### src/rtl/mux_frame_demux.sv
// ============================================================================
// mux_frame_demux : receive end of the 4-slot digit-multiplexing link.
// Optional saturating error counter: MUX_FRAME_DEMUX_ERRCNT_EN.  Rev 1.0
// ============================================================================
`default_nettype none

module mux_frame_demux #(
  parameter int DW      = 4,
  parameter int TIMEOUT = 16
) (
  input  logic          clk,
  input  logic          rst,
  input  logic          in_valid,
  input  logic [DW:0]   in_word,
  output logic [DW-1:0] d1,
  output logic [DW-1:0] d2,
  output logic [DW-1:0] d3,
  output logic [DW-1:0] d4,
  output logic          frame_valid,
  output logic          frame_err,
  output logic          sync
`ifdef MUX_FRAME_DEMUX_ERRCNT_EN
  ,
  output logic [7:0]    err_count
`endif
);

  typedef enum logic [0:0] {
    HUNT = 1'b0,
    LOCK = 1'b1
  } state_t;

  localparam int IW = (TIMEOUT > 1) ? $clog2(TIMEOUT + 1) : 1;

  state_t        state_q, state_d;
  logic [1:0]    slot_cnt_q, slot_cnt_d;
  logic [IW-1:0] idle_q, idle_d;
  logic [DW-1:0] sh_q [3];
  logic [DW-1:0] sh_d [3];
  logic [DW-1:0] dout_q [4];
  logic [DW-1:0] dout_d [4];
  logic          frame_valid_q, frame_valid_d;
  logic          frame_err_q, frame_err_d;

  logic          flag;
  logic [DW-1:0] data;
  logic          expire;

  assign flag = in_word[DW];
  assign data = in_word[DW-1:0];

  // Expiry fires on the idle cycle that would bring the count to TIMEOUT.
  always_comb begin
    expire = 1'b0;
    if (TIMEOUT != 0) begin
      expire = (state_q == LOCK) && (slot_cnt_q != 2'd0) && !in_valid &&
               (idle_q == IW'(TIMEOUT - 1));
    end
  end

  always_comb begin
    state_d       = state_q;
    slot_cnt_d    = slot_cnt_q;
    idle_d        = idle_q;
    sh_d          = sh_q;
    dout_d        = dout_q;
    frame_valid_d = 1'b0;
    frame_err_d   = 1'b0;

    if (in_valid) begin
      idle_d = '0;
      case (state_q)
        HUNT: begin
          if (!flag) begin
            sh_d[0]    = data;
            slot_cnt_d = 2'd1;
            state_d    = LOCK;
          end
        end
        LOCK: begin
          if (!flag) begin
            // A slot-0 word always restarts the frame; mid-frame it is an error.
            if (slot_cnt_q != 2'd0) frame_err_d = 1'b1;
            sh_d[0]    = data;
            slot_cnt_d = 2'd1;
          end else if (slot_cnt_q == 2'd0) begin
            frame_err_d = 1'b1;
            state_d     = HUNT;
          end else if (slot_cnt_q == 2'd3) begin
            dout_d[0]     = sh_q[0];
            dout_d[1]     = sh_q[1];
            dout_d[2]     = sh_q[2];
            dout_d[3]     = data;
            frame_valid_d = 1'b1;
            slot_cnt_d    = 2'd0;
          end else begin
            if (slot_cnt_q == 2'd1) sh_d[1] = data;
            else                    sh_d[2] = data;
            slot_cnt_d = slot_cnt_q + 2'd1;
          end
        end
        default: state_d = HUNT;
      endcase
    end else if (expire) begin
      frame_err_d = 1'b1;
      state_d     = HUNT;
      slot_cnt_d  = 2'd0;
      idle_d      = '0;
    end else if ((TIMEOUT != 0) && (state_q == LOCK) && (slot_cnt_q != 2'd0)) begin
      idle_d = idle_q + 1'b1;
    end else begin
      idle_d = '0;
    end
  end

  always_ff @(posedge clk) begin
    if (rst) begin
      state_q       <= HUNT;
      slot_cnt_q    <= 2'd0;
      idle_q        <= '0;
      sh_q          <= '{default: '0};
      dout_q        <= '{default: '0};
      frame_valid_q <= 1'b0;
      frame_err_q   <= 1'b0;
    end else begin
      state_q       <= state_d;
      slot_cnt_q    <= slot_cnt_d;
      idle_q        <= idle_d;
      sh_q          <= sh_d;
      dout_q        <= dout_d;
      frame_valid_q <= frame_valid_d;
      frame_err_q   <= frame_err_d;
    end
  end

  assign d1          = dout_q[0];
  assign d2          = dout_q[1];
  assign d3          = dout_q[2];
  assign d4          = dout_q[3];
  assign frame_valid = frame_valid_q;
  assign frame_err   = frame_err_q;
  assign sync        = (state_q == LOCK);

`ifdef MUX_FRAME_DEMUX_ERRCNT_EN
  logic [7:0] err_cnt_q, err_cnt_d;

  // Counts alongside the pulse so the value moves in the cycle frame_err is high.
  always_comb begin
    err_cnt_d = err_cnt_q;
    if (frame_err_d && (err_cnt_q != 8'hFF)) err_cnt_d = err_cnt_q + 8'd1;
  end

  always_ff @(posedge clk) begin
    if (rst) err_cnt_q <= 8'd0;
    else     err_cnt_q <= err_cnt_d;
  end

  assign err_count = err_cnt_q;
`endif

endmodule

`default_nettype wire

### config.mk
export PLATFORM = sky130hd
export DESIGN_NAME = mux_frame_demux
export DESIGN_NICKNAME = d
export VERILOG_FILES = /design/src/rtl/mux_frame_demux.sv
export SDC_FILE = /design/constraint.sdc
export NUM_CORES = 1
export LEC_CHECK = 0
export CAP_MARGIN = 0
export CORE_AREA = 8 8 67 69
export CTS_CLUSTER_SIZE = 25
export DETAILED_ROUTE_END_ITERATION = 8
export DIE_AREA = 0 0 75 77
export PLACE_DENSITY_LB_ADDON = 0.05
export SLEW_MARGIN = 20
export SYNTH_ARGS = -nofsm -noshare
export SYNTH_HDL_FRONTEND = slang
export SYNTH_SLANG_ARGS = --single-unit
### constraint.sdc
create_clock -name clk -period 1.7 [get_ports clk]
set_input_delay 0.17 -clock clk [delete_from_list [all_inputs] [get_ports clk]]
set_output_delay 0.17 -clock clk [all_outputs]
set_load 0.02 [all_outputs]
## Word-level counts from Yosys, hierarchy flattened

Index checks and enable logic that the tools add are counted.

| cells by class | value |
|---|---|
| bitwise operators | 7 |
| $add $sub $neg | 2 |
| equal/unequal tests | 5 |
| reduce and logical (&&, ||, !) cells | 14 |
| mux-type cells | 21 |

Operators with widths:

| cell | count |
|---|---|
| 2-to-1 mux 1 bit | 12 |
| 2-to-1 mux 2 bit | 6 |
| AND reduction 6 bit | 2 |
| inverter 1 bit | 7 |
| adder 5 x 1 -> 5 bit (second input constant) | 1 |
| equality test 5 x 4 -> 1 bit (second input constant) | 1 |
| AND reduction 5 bit | 1 |
| OR reduction 5 bit | 1 |
| 2-to-1 mux 4 bit | 1 |
| != test 4 bit (second input constant) | 1 |
| case mux 2 bit (2 select lines) | 1 |
| nonzero test 2 bit | 2 |
| OR reduction 4 bit | 1 |
| logical AND 1 bit | 3 |
| != test 3 bit (second input constant) | 1 |
| AND reduction 3 bit | 1 |
| adder 2 x 1 -> 2 bit (second input constant) | 1 |
| equality test 2 x 1 -> 1 bit (second input constant) | 1 |
| equality test 2 bit (second input constant) | 1 |
| zero test 2 bit | 1 |
| case mux 1 bit (2 select lines) | 1 |
| AND reduction 2 bit | 1 |
| zero test 1 bit | 1 |

| word-level totals | value |
|---|---|
| register bits | 38 |
| word-level logic and storage cells | 61 |

## Logic depth before layout (Yosys ltp)

Gate-level depths: netlist (run 1).

| logic depth | value |
|---|---|
| depth in word-level cells | 6 |
| gate-level depth with buffers | 7 |
| mapped depth without buffers | 7 |

## Worst setup path before layout (run 1)

No wires, ideal clock.

| path | value |
|---|---|
| kind | register to register |
| start point | register idle_q[0] |
| end point | register slot_cnt_q[1] |
| buffers on the path | 0 |
| period minus slack after synthesis | 1.666 ns |
| data required time | 1.635 ns |
| slack | 0.034 ns |
| arrival time | 1.601 ns |
| stages on the path, launching flop included | 8 |
| path through | dfxtp_1 ha_1 and3_1 ha_1 nor3b_1 o22ai_1 mux2_2 nor2_1 |

| between the ends | value |
|---|---|
| longest elaborated chain between the ends | 4 |

Ends and longest elaborated chain:

| element | RTL line | source |
|---|---|---|
| start, declared | 37 | `logic [IW-1:0] idle_q, idle_d;` |
| start signal, assigned | 128 | `idle_q <= idle_d;` |
| equality test 5 x 4 -> 1 bit | 57 | `(idle_q == IW'(TIMEOUT - 1));` |
| logical AND 1 bit | 56 | `expire = (state_q == LOCK) && (slot_cnt_q != 2'd0) && !in_valid &&` |
| nonzero test 2 bit (no source line) | -- |  |
| AND reduction 3 bit (no source line) | -- |  |
| end signal, assigned | 127 | `slot_cnt_q <= slot_cnt_d;` |
| end, declared | 36 | `logic [1:0] slot_cnt_q, slot_cnt_d;` |

Every way passes these cells.
A chain may end at the register's enable or synchronous reset.

## Worst setup path after layout (run 1)

| path | value |
|---|---|
| start point | register idle_q[0] |
| end point | register slot_cnt_q[0] |

Same word-level chain as after synthesis.

==> results.ini, run 1 <==
[floorplanning]
std_cell_rows = 22
start_util_pct = 42.3
fp.dieW_um = 75
dieArea_um2 = 5780
io_pins = 27
die_h_um = 77
coreArea_um2 = 3500

[grt]
grt_overflow = 0
antenna_found_initial = 0
grt_usage_pct = 11.7
grt_pass1_vias = 1185
grt_max_degree = 33
grt_first_pass_wirelength_mm = 5.25

[synthesis]
synth-simple-area-share_pct = 22.0
syn_nets = 184
synth_seq_area_share_pct = 51.4
synth.distinct_cells = 28
yosysTopAreaCell = dfxtp_1
synthXorXnorAreaFrac_pct = 1.78
ys_ff_latch = 38
postSynthCellCount = 170
synth_compound_area_share_pct = 9.89
synthMuxAreaShare_pct = 6.17
synth_top_family_by_area = simple AND/OR/NAND/NOR gates
synth_area_um2 = 1480
synth.area.top_cells = dfxtp_1 (51%), nand2_1 (11%), a21oi_1 (8.1%)
syn_area_per_cell_um2 = 8.71
netlist.area_leader.share_pct = 51.4
yosysWarningCount = 0
synth_fa_ha_area_share_pct = 5.07

[clock_tree]
h-tree-depth = 2
clk_pin_slew_ns = 0.11
cts_setup_buffers = 0
clock_latency_ns = 0.34
root_buffer = clkbuf_4
numCtsBuffers = 5
cts_tree = built
clockBufferDepth = 2
cts_sinks = 38

[sta]
clock.fmax_mhz = 617
finalCritPeriodShare_pct = 95.3
fin_worst_skew_ns = 0.00544
tightestPinTransition_ns = 0.331
rsz0062_at_grt = yes
slew_viol_final = 0
finalHoldViolCount = 0
min_period_ns = 1.62
setup_viol = 0
relSlewSlack_pct = 77.9

[drt]
ant_nets = 0
wl_mm = 3.04
drtPass1Iterations = 4
drc = 0
vias = 1212
post_drt_wl_per_cell_um = 11.6
vias_per_cell = 4.64
drtIter0Drc = 49

[power]
p_comb_share_pct = 6.1
seqPwrFrac_pct = 60.9
power_frac_clock_pct = 33.0
switchingPower_w = 0.000338
p_leak_nw = 0.770
power.density_nw_per_um2 = 735
vdd_ir_drop_max_v = 0.000463
total_power_w = 0.00148
p_sw_share_pct = 22.9
p_int_w = 0.00114

[hold_path]
hold_class = flip-flop to flip-flop

[cells_and_area]
ff_latch_area_um2 = 764
drive_above_1_share_pct = 16.9
diodes = 0
fillers = 337
utilization_pct = 57.6
multiInputGateArea_um2 = 719
nets = 226
area_growth_pct = 36.0

[critical_path]
crit_path_end_kind = flip-flop
crit_chain = ha_4 > and3_4 > ha_4 > nor3b_4 > o22ai_2 > buf_4 > nand3b_1 > a21oi_1
critPathMaxStageDelay_ns = 0.36
path_delay_family = simple AND/OR/NAND/NOR gates
crit_arrival_ns = 1.90
slowest_stage = dfxtp_2
crit_top_cell = ha_4
worstSetupPathType = flip-flop to flip-flop
critical_path.startpoint_type = flip-flop
crit_required_ns = 1.98
crit_fanout = 3
path_buf_inv = 1

[outcome]
status = complete, no violations

[placed_design]
hpwl_mm = 2.20
port_buffers = 26
routabilityCongestion = 0.742

[run]
cap_violations = 0

## kinds of logic (layout without fill, tap and decap cells)
kind of cell	Yosys count	after routing
AO/OA/AOI/OAI	28	28
buffers and inverters	13	56
multiplexers	9	9
flip-flops	38	38
adder cells (fa/ha/maj)	6	6
XOR/XNOR	3	3
AND/OR/NAND/NOR	73	73
## synthesized netlist by cell type
cell       n
a21boi_0   1
a21oi_1   24
and2b_1    1
and3_1     1
buf_2      2
buf_4      1
clkbuf_1   5
dfxtp_1   38
ha_1       6
inv_1      5
mux2_2     1
mux2i_1    8
nand2_1   42
nand2b_1   2
nand3_1    1
nand3_2    1
nand3b_1   2
nand4_1    1
nor2_1    17
nor2b_1    1
nor3b_1    1
nor3b_2    1
o211ai_1   1
o21ai_0    1
o22ai_1    1
or4_1      2
xnor2_1    2
xor2_1     1
## power by group through the flow
stage | Sequential (W) | Combinational, W | Clock, W
after floorplan | 0.000924 | 0.0000368 | 0
after global placement | 0.000921 | 0.0000864 | 0
after detailed placement | 0.000921 | 0.0000880 | 0
after CTS | 0.000901 | 0.0000902 | 0.000507
after global routing | 0.000903 | 0.0000991 | 0.000557
final | 0.000901 | 0.0000906 | 0.000488
## timing repair
item                                    in CTS  in global routing
pin swaps                                    0                  4
gates resized for setup                      3                 11
endpoints found under the hold margin        0                  0
hold buffers                                 0                  0
endpoints found under the setup margin       6                 10
## cells in the final DEF (no fill, tap or decap), types with 2 or more instances in the layout
cell	Yosys	final
ha_4	0	2
clkdlybuf4s50_1	0	25
buf_4	1	17
a21oi_1	24	24
nor2_1	17	17
nand3b_1	2	2
mux2i_1	8	8
ha_1	6	4
xnor2_1	2	2
nand2b_1	2	2
dfxtp_2	0	3
dfxtp_1	38	35
inv_1	5	5
clkbuf_4	0	5
nand2_1	42	42
## registers in the layout, indices dropped and copies added, names as in the netlist, 2 cells and up
signal,cells
d4,4
d2,4
sh_q,12
slot_cnt_q,2
idle_q,5
d3,4
d1,4
## worst register-to-register path, cell delays in order (launching register included)
cell and delay, ns:
dfxtp_2 0.36, ha_4 0.14, and3_4 0.19, ha_4 0.14, nor3b_4 0.20, o22ai_2 0.13
buf_4 0.15, nand3b_1 0.15, a21oi_1 0.12
## metrics by stage
step | TNS (ns) | std cells | worst slack, ns | cell area (um2) | hold slack [ns]
finish | 0 | 261 | 0.0804 | 2010 | 0.458
floorplan | 0 | 170 | 0.0343 | 1480 | 0.306
global placement | -0.105 | 253 | -0.0280 | 1890 | 0.444
detailed placement | -0.227 | 253 | -0.0466 | 1890 | 0.446
CTS | 0 | 261 | 0.0110 | 1970 | 0.461
global route | -0.0477 | 261 | -0.0464 | 2010 | 0.481
## area by class of cell
class / instances / area share (%)
clock inverters: 1 / 0.249
multi-input cells: 119 / 35.7
clock buffers: 7 / 2.73
flip-flops and latches: 38 / 38.0
well taps: 48 / 2.98
inverters: 5 / 0.932
repair buffers: 43 / 19.4
## path summary, 6_finish.rpt
path | start | end | slack (ns) | depth (start not counted)
worst min-delay path | d4[0]$_SDFFE_PP0P_ | d4[0]$_SDFFE_PP0P_ | 0.46 | 2
worst min register to register | d4[0]$_SDFFE_PP0P_ | d4[0]$_SDFFE_PP0P_ | 0.46 | 2
worst max register to register | idle_q[0]$_SDFF_PP0_ | slot_cnt_q[0]$_SDFFE_PP0P_ | 0.08 | 8
worst max-delay path | idle_q[0]$_SDFF_PP0_ | slot_cnt_q[0]$_SDFFE_PP0P_ | 0.08 | 8
## routing by layer
| metal | GRT usage, % | vias up | share of wire [%] | routed length [um] |
|---|---|---|---|---|
| met5 | 0 | - | 0 | 0 |
| met4 | 4.12 | 0 | 1.5 | 45 |
| met3 | 4.81 | 6 | 5.7 | 174 |
| met2 | 17.5 | 21 | 45 | 1370 |
| met1 | 14.4 | 542 | 47 | 1440 |
| li1 | - | 643 | - | - |
(Power assumes the default switching activity.)
==> run 2, diff against run 1 <==
Settings changed: CORE_AREA 8 8 67 69 to 8 8 64 66, DIE_AREA 0 0 75 77 to 0 0 72 74, GPL_TIMING_DRIVEN set to 0, RECOVER_POWER set to 50.
Clock period 1.7 ns to 1.6 ns, I/O delays scaled along.
==> run 2 against run 1 <==
Effect of this change:
- largest power group unchanged
- the flow now finishes with violations (setup timing)
- final area is 2.0% higher
- die area is 7.7% lower
- flip-flop and latch count stayed put
- hold slack worse by 0.31 ns
==> results.ini, run 2 (same netlist as run 1, synthesis figures left out) <==
[power]
p_comb_share_pct = 5.9  ; was 6.1%
p_sw_share_pct = 23.7  ; was 22.9%
total_power_w = 0.00150  ; was 0.00148 W
power.density_nw_per_um2 = 732  ; was 735 nW/um2
switchingPower_w = 0.000355  ; was 0.000338 W
p_int_w = 0.00115  ; was 0.00114 W
p_leak_nw = 0.777  ; was 0.770 nW
vdd_ir_drop_max_v = 0.000506  ; was 0.000463 V
power_frac_clock_pct = 30.3  ; was 33.0%
seqPwrFrac_pct = 63.7  ; was 60.9%

[hold_path]
hold_class = input pin to flip-flop  ; was flip-flop to flip-flop

[critical_path]
crit_required_ns = 1.87  ; was 1.98 ns
crit_end = slot_cnt_q[1]$_SDFFE_PP0P_  ; was slot_cnt_q[0]$_SDFFE_PP0P_
rr_worst_depth = 7  ; was 8
worstSetupStartpoint = idle_q[0]$_SDFF_PP0_  ; unchanged
worstSetupPathType = flip-flop to flip-flop  ; unchanged
critical_path.startpoint_type = flip-flop  ; unchanged
crit_path_end_kind = flip-flop  ; unchanged
r2r_end = slot_cnt_q[1]$_SDFFE_PP0P_  ; was slot_cnt_q[0]$_SDFFE_PP0P_
crit_arrival_ns = 1.88  ; was 1.90 ns
regToRegSetupSlack_ns = -0.01  ; was 0.08 ns
timing.rr.start = idle_q[0]$_SDFF_PP0_  ; unchanged
crit_fanout = 3  ; unchanged

[sta]
relSlewSlack_pct = 66.5  ; was 77.9%
finalHoldViolCount = 0  ; unchanged
finalCritPeriodShare_pct = 101  ; was 95.3%
slew_viol_final = 0  ; unchanged
setup_tns_ns = -0.0108  ; was 0 ns
hold_slack_ns = 0.147  ; was 0.458 ns
rsz0062_at_grt = yes  ; unchanged
min_period_ns = 1.61  ; was 1.62 ns
setup_ws_ns = -0.0108  ; was 0.0804 ns
setup_viol = 1  ; was 0
clock.fmax_mhz = 621  ; was 617 MHz
fin_worst_skew_ns = 0.00544  ; about the same
tightestPinTransition_ns = 0.502  ; was 0.331 ns

[cells_and_area]
drive_above_1_share_pct = 21.4  ; was 16.9%
fillers = 274  ; was 337
largest-register = sh_q  ; unchanged
final_common_cell = nand2_1  ; unchanged
diodes = 0  ; unchanged
area_growth_pct = 38.7  ; was 36.0%
utilization_pct = 64.6  ; was 57.6%
mostFrequentLayoutCells = nand2_1 (42), dfxtp_1 (33), a21oi_1 (24), clkdlybuf4s50_1 (24)  ; was nand2_1 (42), dfxtp_1 (35), clkdlybuf4s50_1 (25), a21oi_1 (24)
largest_register_ffs = 12  ; unchanged
nets = 229  ; was 226
reg_top3 = sh_q (12), idle_q (5)  ; unchanged

[drt]
drtPass1Iterations = 4  ; unchanged
wl_mm = 3.25  ; was 3.04 mm
top_layer = met4  ; unchanged
post_drt_wl_per_cell_um = 12.4  ; was 11.6 um
wl_met2_mm = 1.59  ; was 1.37 mm
vias = 1258  ; was 1212
drc = 0  ; unchanged
vias_per_cell = 4.82  ; was 4.64
drt-met1-wl_mm = 1.45  ; was 1.44 mm
ant_nets = 0  ; unchanged
wl_met3_um = 170  ; was 174 um
drtIter0Drc = 65  ; was 49

[grt]
grt_overflow = 0  ; unchanged
grt_pass1_vias = 1113  ; was 1185
grt_max_degree = 12  ; was 33
antenna_found_initial = 0  ; unchanged
grt_usage_pct = 12.3  ; was 11.7%
grt_first_pass_wirelength_mm = 5.09  ; was 5.25 mm

[outcome]
status = finished with violations  ; was complete, no violations
violations = setup timing

[floorplanning]
start_util_pct = 46.6  ; was 42.3%
dieArea_um2 = 5330  ; was 5780 um2
io_pins = 27  ; unchanged
fp.dieW_um = 72  ; was 75 um
die_h_um = 74  ; was 77 um
coreArea_um2 = 3180  ; was 3500 um2
std_cell_rows = 21  ; was 22

[clock_tree]
clk_pin_slew_ns = 0.10  ; was 0.11 ns
h-tree-depth = 2  ; unchanged
numCtsBuffers = 5  ; unchanged
clockBufferDepth = 2  ; unchanged
cts_tree = built  ; unchanged
cts_sinks = 38  ; unchanged
clock_latency_ns = 0.33  ; was 0.34 ns
root_buffer = clkbuf_4  ; unchanged

[placed_design]
routabilityCongestion = 0.733  ; was 0.742
port_buffers = 25  ; was 26
place_ws_ns = -0.331  ; was -0.0466 ns
hpwl_mm = 2.28  ; was 2.20 mm

[run]
cap_violations = 0  ; unchanged

run 2: how the worst min path moves through the flow:
stage | endpoint | depth (start not counted) | slack, ns | start
6_report | d4[3]$_SDFFE_PP0P_ | 2 | 0.15 | rst
5_1_grt | d4[3]$_SDFFE_PP0P_ | 2 | 0.15 | rst
4_1_cts | d4[3]$_SDFFE_PP0P_ | 2 | 0.13 | rst
3_5_place_dp | idle_q[0]$_SDFF_PP0_ | 1 | 0.44 | idle_q[0]$_SDFF_PP0_
3_3_place_gp | idle_q[0]$_SDFF_PP0_ | 1 | 0.43 | idle_q[0]$_SDFF_PP0_
2_1_floorplan | sh_q[10]$_SDFFE_PP0P_ | 2 | 0.30 | in_word[2]
run 2: power by group through the flow:
stage	Combinational (W)	Sequential (W)	Clock, W
floorplan	0.0000407	0.000982	0
finish	0.0000891	0.000957	0.000456
global placement	0.0000781	0.000981	0
global route	0.0000965	0.000959	0.000513
CTS	0.0000846	0.000960	0.000477
detailed placement	0.0000806	0.000981	0
run 2: routing by layer:
layer / vias up / track usage, %
li1: 652 / -
met1: 576 / 14.2
met2: 26 / 19.9
met3: 4 / 4.85
met4: 0 / 4.99
met5: - / 0
run 2: layout make-up:
class / count / area, um2 / share of cell area (%)
flip-flops and latches: 38 / 772 / 37.6
multi-input cells: 119 / 762 / 37.1
repair buffers: 39 / 358 / 17.4
well taps: 46 / 57.6 / 2.80
clock buffers: 5 / 37.5 / 1.83
plain buffers: 7 / 35.0 / 1.71
inverters: 5 / 21.3 / 1.04
clock inverters: 2 / 10.0 / 0.488
run 2: metrics by stage:
| stage | instances | area, um2 |
|---|---|---|
| after floorplan | 170 | 1510 |
| after global placement | 241 | 1810 |
| after detailed placement | 241 | 1810 |
| after CTS | 251 | 1920 |
| after global routing | 261 | 2050 |
| final | 261 | 2050 |
run 2: timing repair:
| item | 4_1_cts | 5_1_grt |
|---|---|---|
| pin swaps | 2 | 7 |
| buffers inserted | 3 | 11 |
| setup endpoints to repair | 23 | 21 |
| resized for setup | 13 | 16 |
| hold buffers | 0 | 0 |
run 2: worst max-delay path, cell delays in order, from the launching register on:
cell	delay (ns)
dfxtp_2	0.35
ha_4	0.16
and3_4	0.18
ha_4	0.15
nor3b_4	0.15
o22ai_2	0.17
mux2_4	0.32
nor2_2	0.07
==> run 3, diff against run 2 <==
Settings changed: GPL_TIMING_DRIVEN 0 to not set, MAX_ROUTING_LAYER set to met4.
==> run 3 against run 2 <==
Effect of this change:
- hold slack improved by 0.31 ns
- die area did not move
- critical path depth unchanged
- first-iteration DRC count grew 15%
- clock skew hardly changed
- register-to-register slack about the same
- core utilization fell by 0.35 points
- combinational power grew 3.3%
- the flow still finishes with violations (setup timing)
- total power increased by 13%
- highest routed layer unchanged
- final area is 0.55% lower
- routed wire length up 1.2%
==> results.ini, run 3 (same netlist as run 1, synthesis figures left out) <==
[outcome]
status = finished with violations  ; unchanged
violations = setup timing  ; unchanged

[sta]
clock.fmax_mhz = 618  ; was 621 MHz
relSlewSlack_pct = 76.7  ; was 66.5%
setup_ws_ns = -0.0169  ; was -0.0108 ns
tightestPinTransition_ns = 0.349  ; was 0.502 ns
hold_slack_ns = 0.458  ; was 0.147 ns
min_period_ns = 1.62  ; was 1.61 ns
finalHoldViolCount = 0  ; unchanged
slew_viol_final = 0  ; unchanged
rsz0062_at_grt = yes  ; unchanged
fin_worst_skew_ns = 0.00511  ; was 0.00544 ns
setup_viol = 1  ; unchanged
finalCritPeriodShare_pct = 101  ; about the same

[drt]
vias = 1235  ; was 1258
vias_per_cell = 4.75  ; was 4.82
drtIter0Drc = 75  ; was 65
post_drt_wl_per_cell_um = 12.6  ; was 12.4 um
drc = 0  ; unchanged
ant_nets = 0  ; unchanged
drtPass1Iterations = 4  ; unchanged
wl_mm = 3.28  ; was 3.25 mm

[grt]
antenna_found_initial = 0  ; unchanged
grt_usage_pct = 13.7  ; was 12.3%
grt_first_pass_wirelength_mm = 5.54  ; was 5.09 mm
grt_max_degree = 33  ; was 12
grt_pass1_vias = 1259  ; was 1113
grt_overflow = 0  ; unchanged

[critical_path]
regToRegSetupSlack_ns = -0.02  ; was -0.01 ns
crit_path_end_kind = flip-flop  ; unchanged
crit_required_ns = 1.88  ; was 1.87 ns
crit_arrival_ns = 1.90  ; was 1.88 ns
r2r_end = slot_cnt_q[1]$_SDFFE_PP0P_  ; unchanged
crit_fanout = 3  ; unchanged
worstSetupPathType = flip-flop to flip-flop  ; unchanged
critical_path.startpoint_type = flip-flop  ; unchanged
timing.rr.start = idle_q[1]$_SDFF_PP0_  ; was idle_q[0]$_SDFF_PP0_
rr_worst_depth = 7  ; unchanged

[power]
vdd_ir_drop_max_v = 0.000626  ; was 0.000506 V
total_power_w = 0.00170  ; was 0.00150 W
p_sw_share_pct = 20.3  ; was 23.7%
p_int_w = 0.00136  ; was 0.00115 W
power.density_nw_per_um2 = 834  ; was 732 nW/um2
p_comb_share_pct = 5.4  ; was 5.9%
switchingPower_w = 0.000345  ; was 0.000355 W
p_leak_nw = 0.803  ; was 0.777 nW
power_frac_clock_pct = 38.4  ; was 30.3%
seqPwrFrac_pct = 56.2  ; was 63.7%

[floorplanning]
coreArea_um2 = 3180  ; unchanged
die_h_um = 74  ; unchanged
io_pins = 27  ; unchanged
dieArea_um2 = 5330  ; unchanged
fp.dieW_um = 72  ; unchanged
std_cell_rows = 21  ; unchanged
start_util_pct = 46.6  ; unchanged

[clock_tree]
h-tree-depth = 2  ; unchanged
root_buffer = clkbuf_4  ; unchanged
clockBufferDepth = 2  ; unchanged
numCtsBuffers = 5  ; unchanged
cts_tree = built  ; unchanged
cts_hold_buffers = 0  ; unchanged
clock_latency_ns = 0.33  ; about the same
clk_pin_slew_ns = 0.11  ; was 0.10 ns
cts_sinks = 38  ; unchanged

[cells_and_area]
largest_register_ffs = 12  ; unchanged
diodes = 0  ; unchanged
finalInstanceArea_um2 = 2040  ; was 2050 um2
drive_above_1_share_pct = 18.2  ; was 21.4%
nets = 228  ; was 229
area_growth_pct = 38.0  ; was 38.7%
utilization_pct = 64.2  ; was 64.6%
reg_top3 = sh_q (12), idle_q (5)  ; unchanged
largest-register = sh_q  ; unchanged
mostFrequentLayoutCells = nand2_1 (42), dfxtp_1 (35), a21oi_1 (24)  ; was nand2_1 (42), dfxtp_1 (33), a21oi_1 (24), clkdlybuf4s50_1 (24)
final_common_cell = nand2_1  ; unchanged

[hold_path]
holdPathStages = 2  ; unchanged
hp-start = d1[0]$_SDFFE_PP0P_  ; was rst
holdPathEnd = d1[0]$_SDFFE_PP0P_  ; was d4[3]$_SDFFE_PP0P_
hold_class = flip-flop to flip-flop  ; was input pin to flip-flop

[run]
cap_violations = 0  ; unchanged

[placed_design]
placed_cell_area_um2 = 1910  ; was 1810 um2
hpwl_mm = 2.39  ; was 2.28 mm
routabilityCongestion = 0.774  ; was 0.733
port_buffers = 26  ; was 25

==> run 3: timing repair <==
item / in CTS / in global routing
gates resized for setup: 9 / 3
setup endpoints to repair: 12 / 9
pin swaps: 3 / 2
setup buffers: 1 / 1
==> run 3: layer usage <==
metal	global-route usage [%]	wire, um	up-vias
met4	7.26	63	0
met2	22.7	1610	19
li1	-	-	643
met5	-	0	-
met1	15.1	1520	566
met3	2.96	91	7
==> run 3: layout make-up <==
cell class,instances,area (um2)
Inverter,5,18.8
Clock inverter,1,30.0
Clock buffer,6,51.3
Timing Repair Buffer,45,389
Tap cell,46,57.6
Sequential cell,38,764
Multi-Input combinational cell,119,731
Fill cell,301,1140
==> run 3: power groups by stage <==
stage,Sequential (W),Clock [W],Combinational (W)
finish,0.000957,0.000653,0.0000920
global route,0.000959,0.000708,0.000102
CTS,0.000957,0.000672,0.0000941
detailed placement,0.000979,0,0.0000926
global placement,0.000979,0,0.0000914
floorplan,0.000982,0,0.0000407
==> run 3: critical path, stage by stage (launching register included) <==
cell and delay [ns]:
dfxtp_2 0.35, ha_4 0.15, and3_4 0.18, ha_4 0.16, nor3b_4 0.15, o22ai_2 0.17
mux2_4 0.34, nor2_4 0.07
==> run 3: metrics by stage <==
stage	TNS [ns]	std cells	setup WS [ns]
after floorplan	0	170	0.0170
after global placement	-0.342	251	-0.0717
after detailed placement	-0.657	251	-0.132
after CTS	-0.00349	259	-0.00349
after global routing	-0.669	260	-0.101
final	-0.0169	260	-0.0169
==> run 3: how the worst max path moves through the flow <==
stage / depth (start not counted) / startpoint / slack [ns] / to
after CTS: 7 / idle_q[1]$_SDFF_PP0_ / -0.003 / slot_cnt_q[1]$_SDFFE_PP0P_
after global placement: 5 / in_word[4] / -0.07 / sh_q[2]$_SDFFE_PP0P_
final: 7 / idle_q[1]$_SDFF_PP0_ / -0.02 / slot_cnt_q[1]$_SDFFE_PP0P_
after floorplan: 7 / idle_q[0]$_SDFF_PP0_ / 0.02 / slot_cnt_q[1]$_SDFFE_PP0P_
after global routing: 7 / slot_cnt_q[1]$_SDFFE_PP0P_ / -0.10 / slot_cnt_q[0]$_SDFFE_PP0P_
after detailed placement: 6 / in_word[4] / -0.13 / slot_cnt_q[1]$_SDFFE_PP0P_
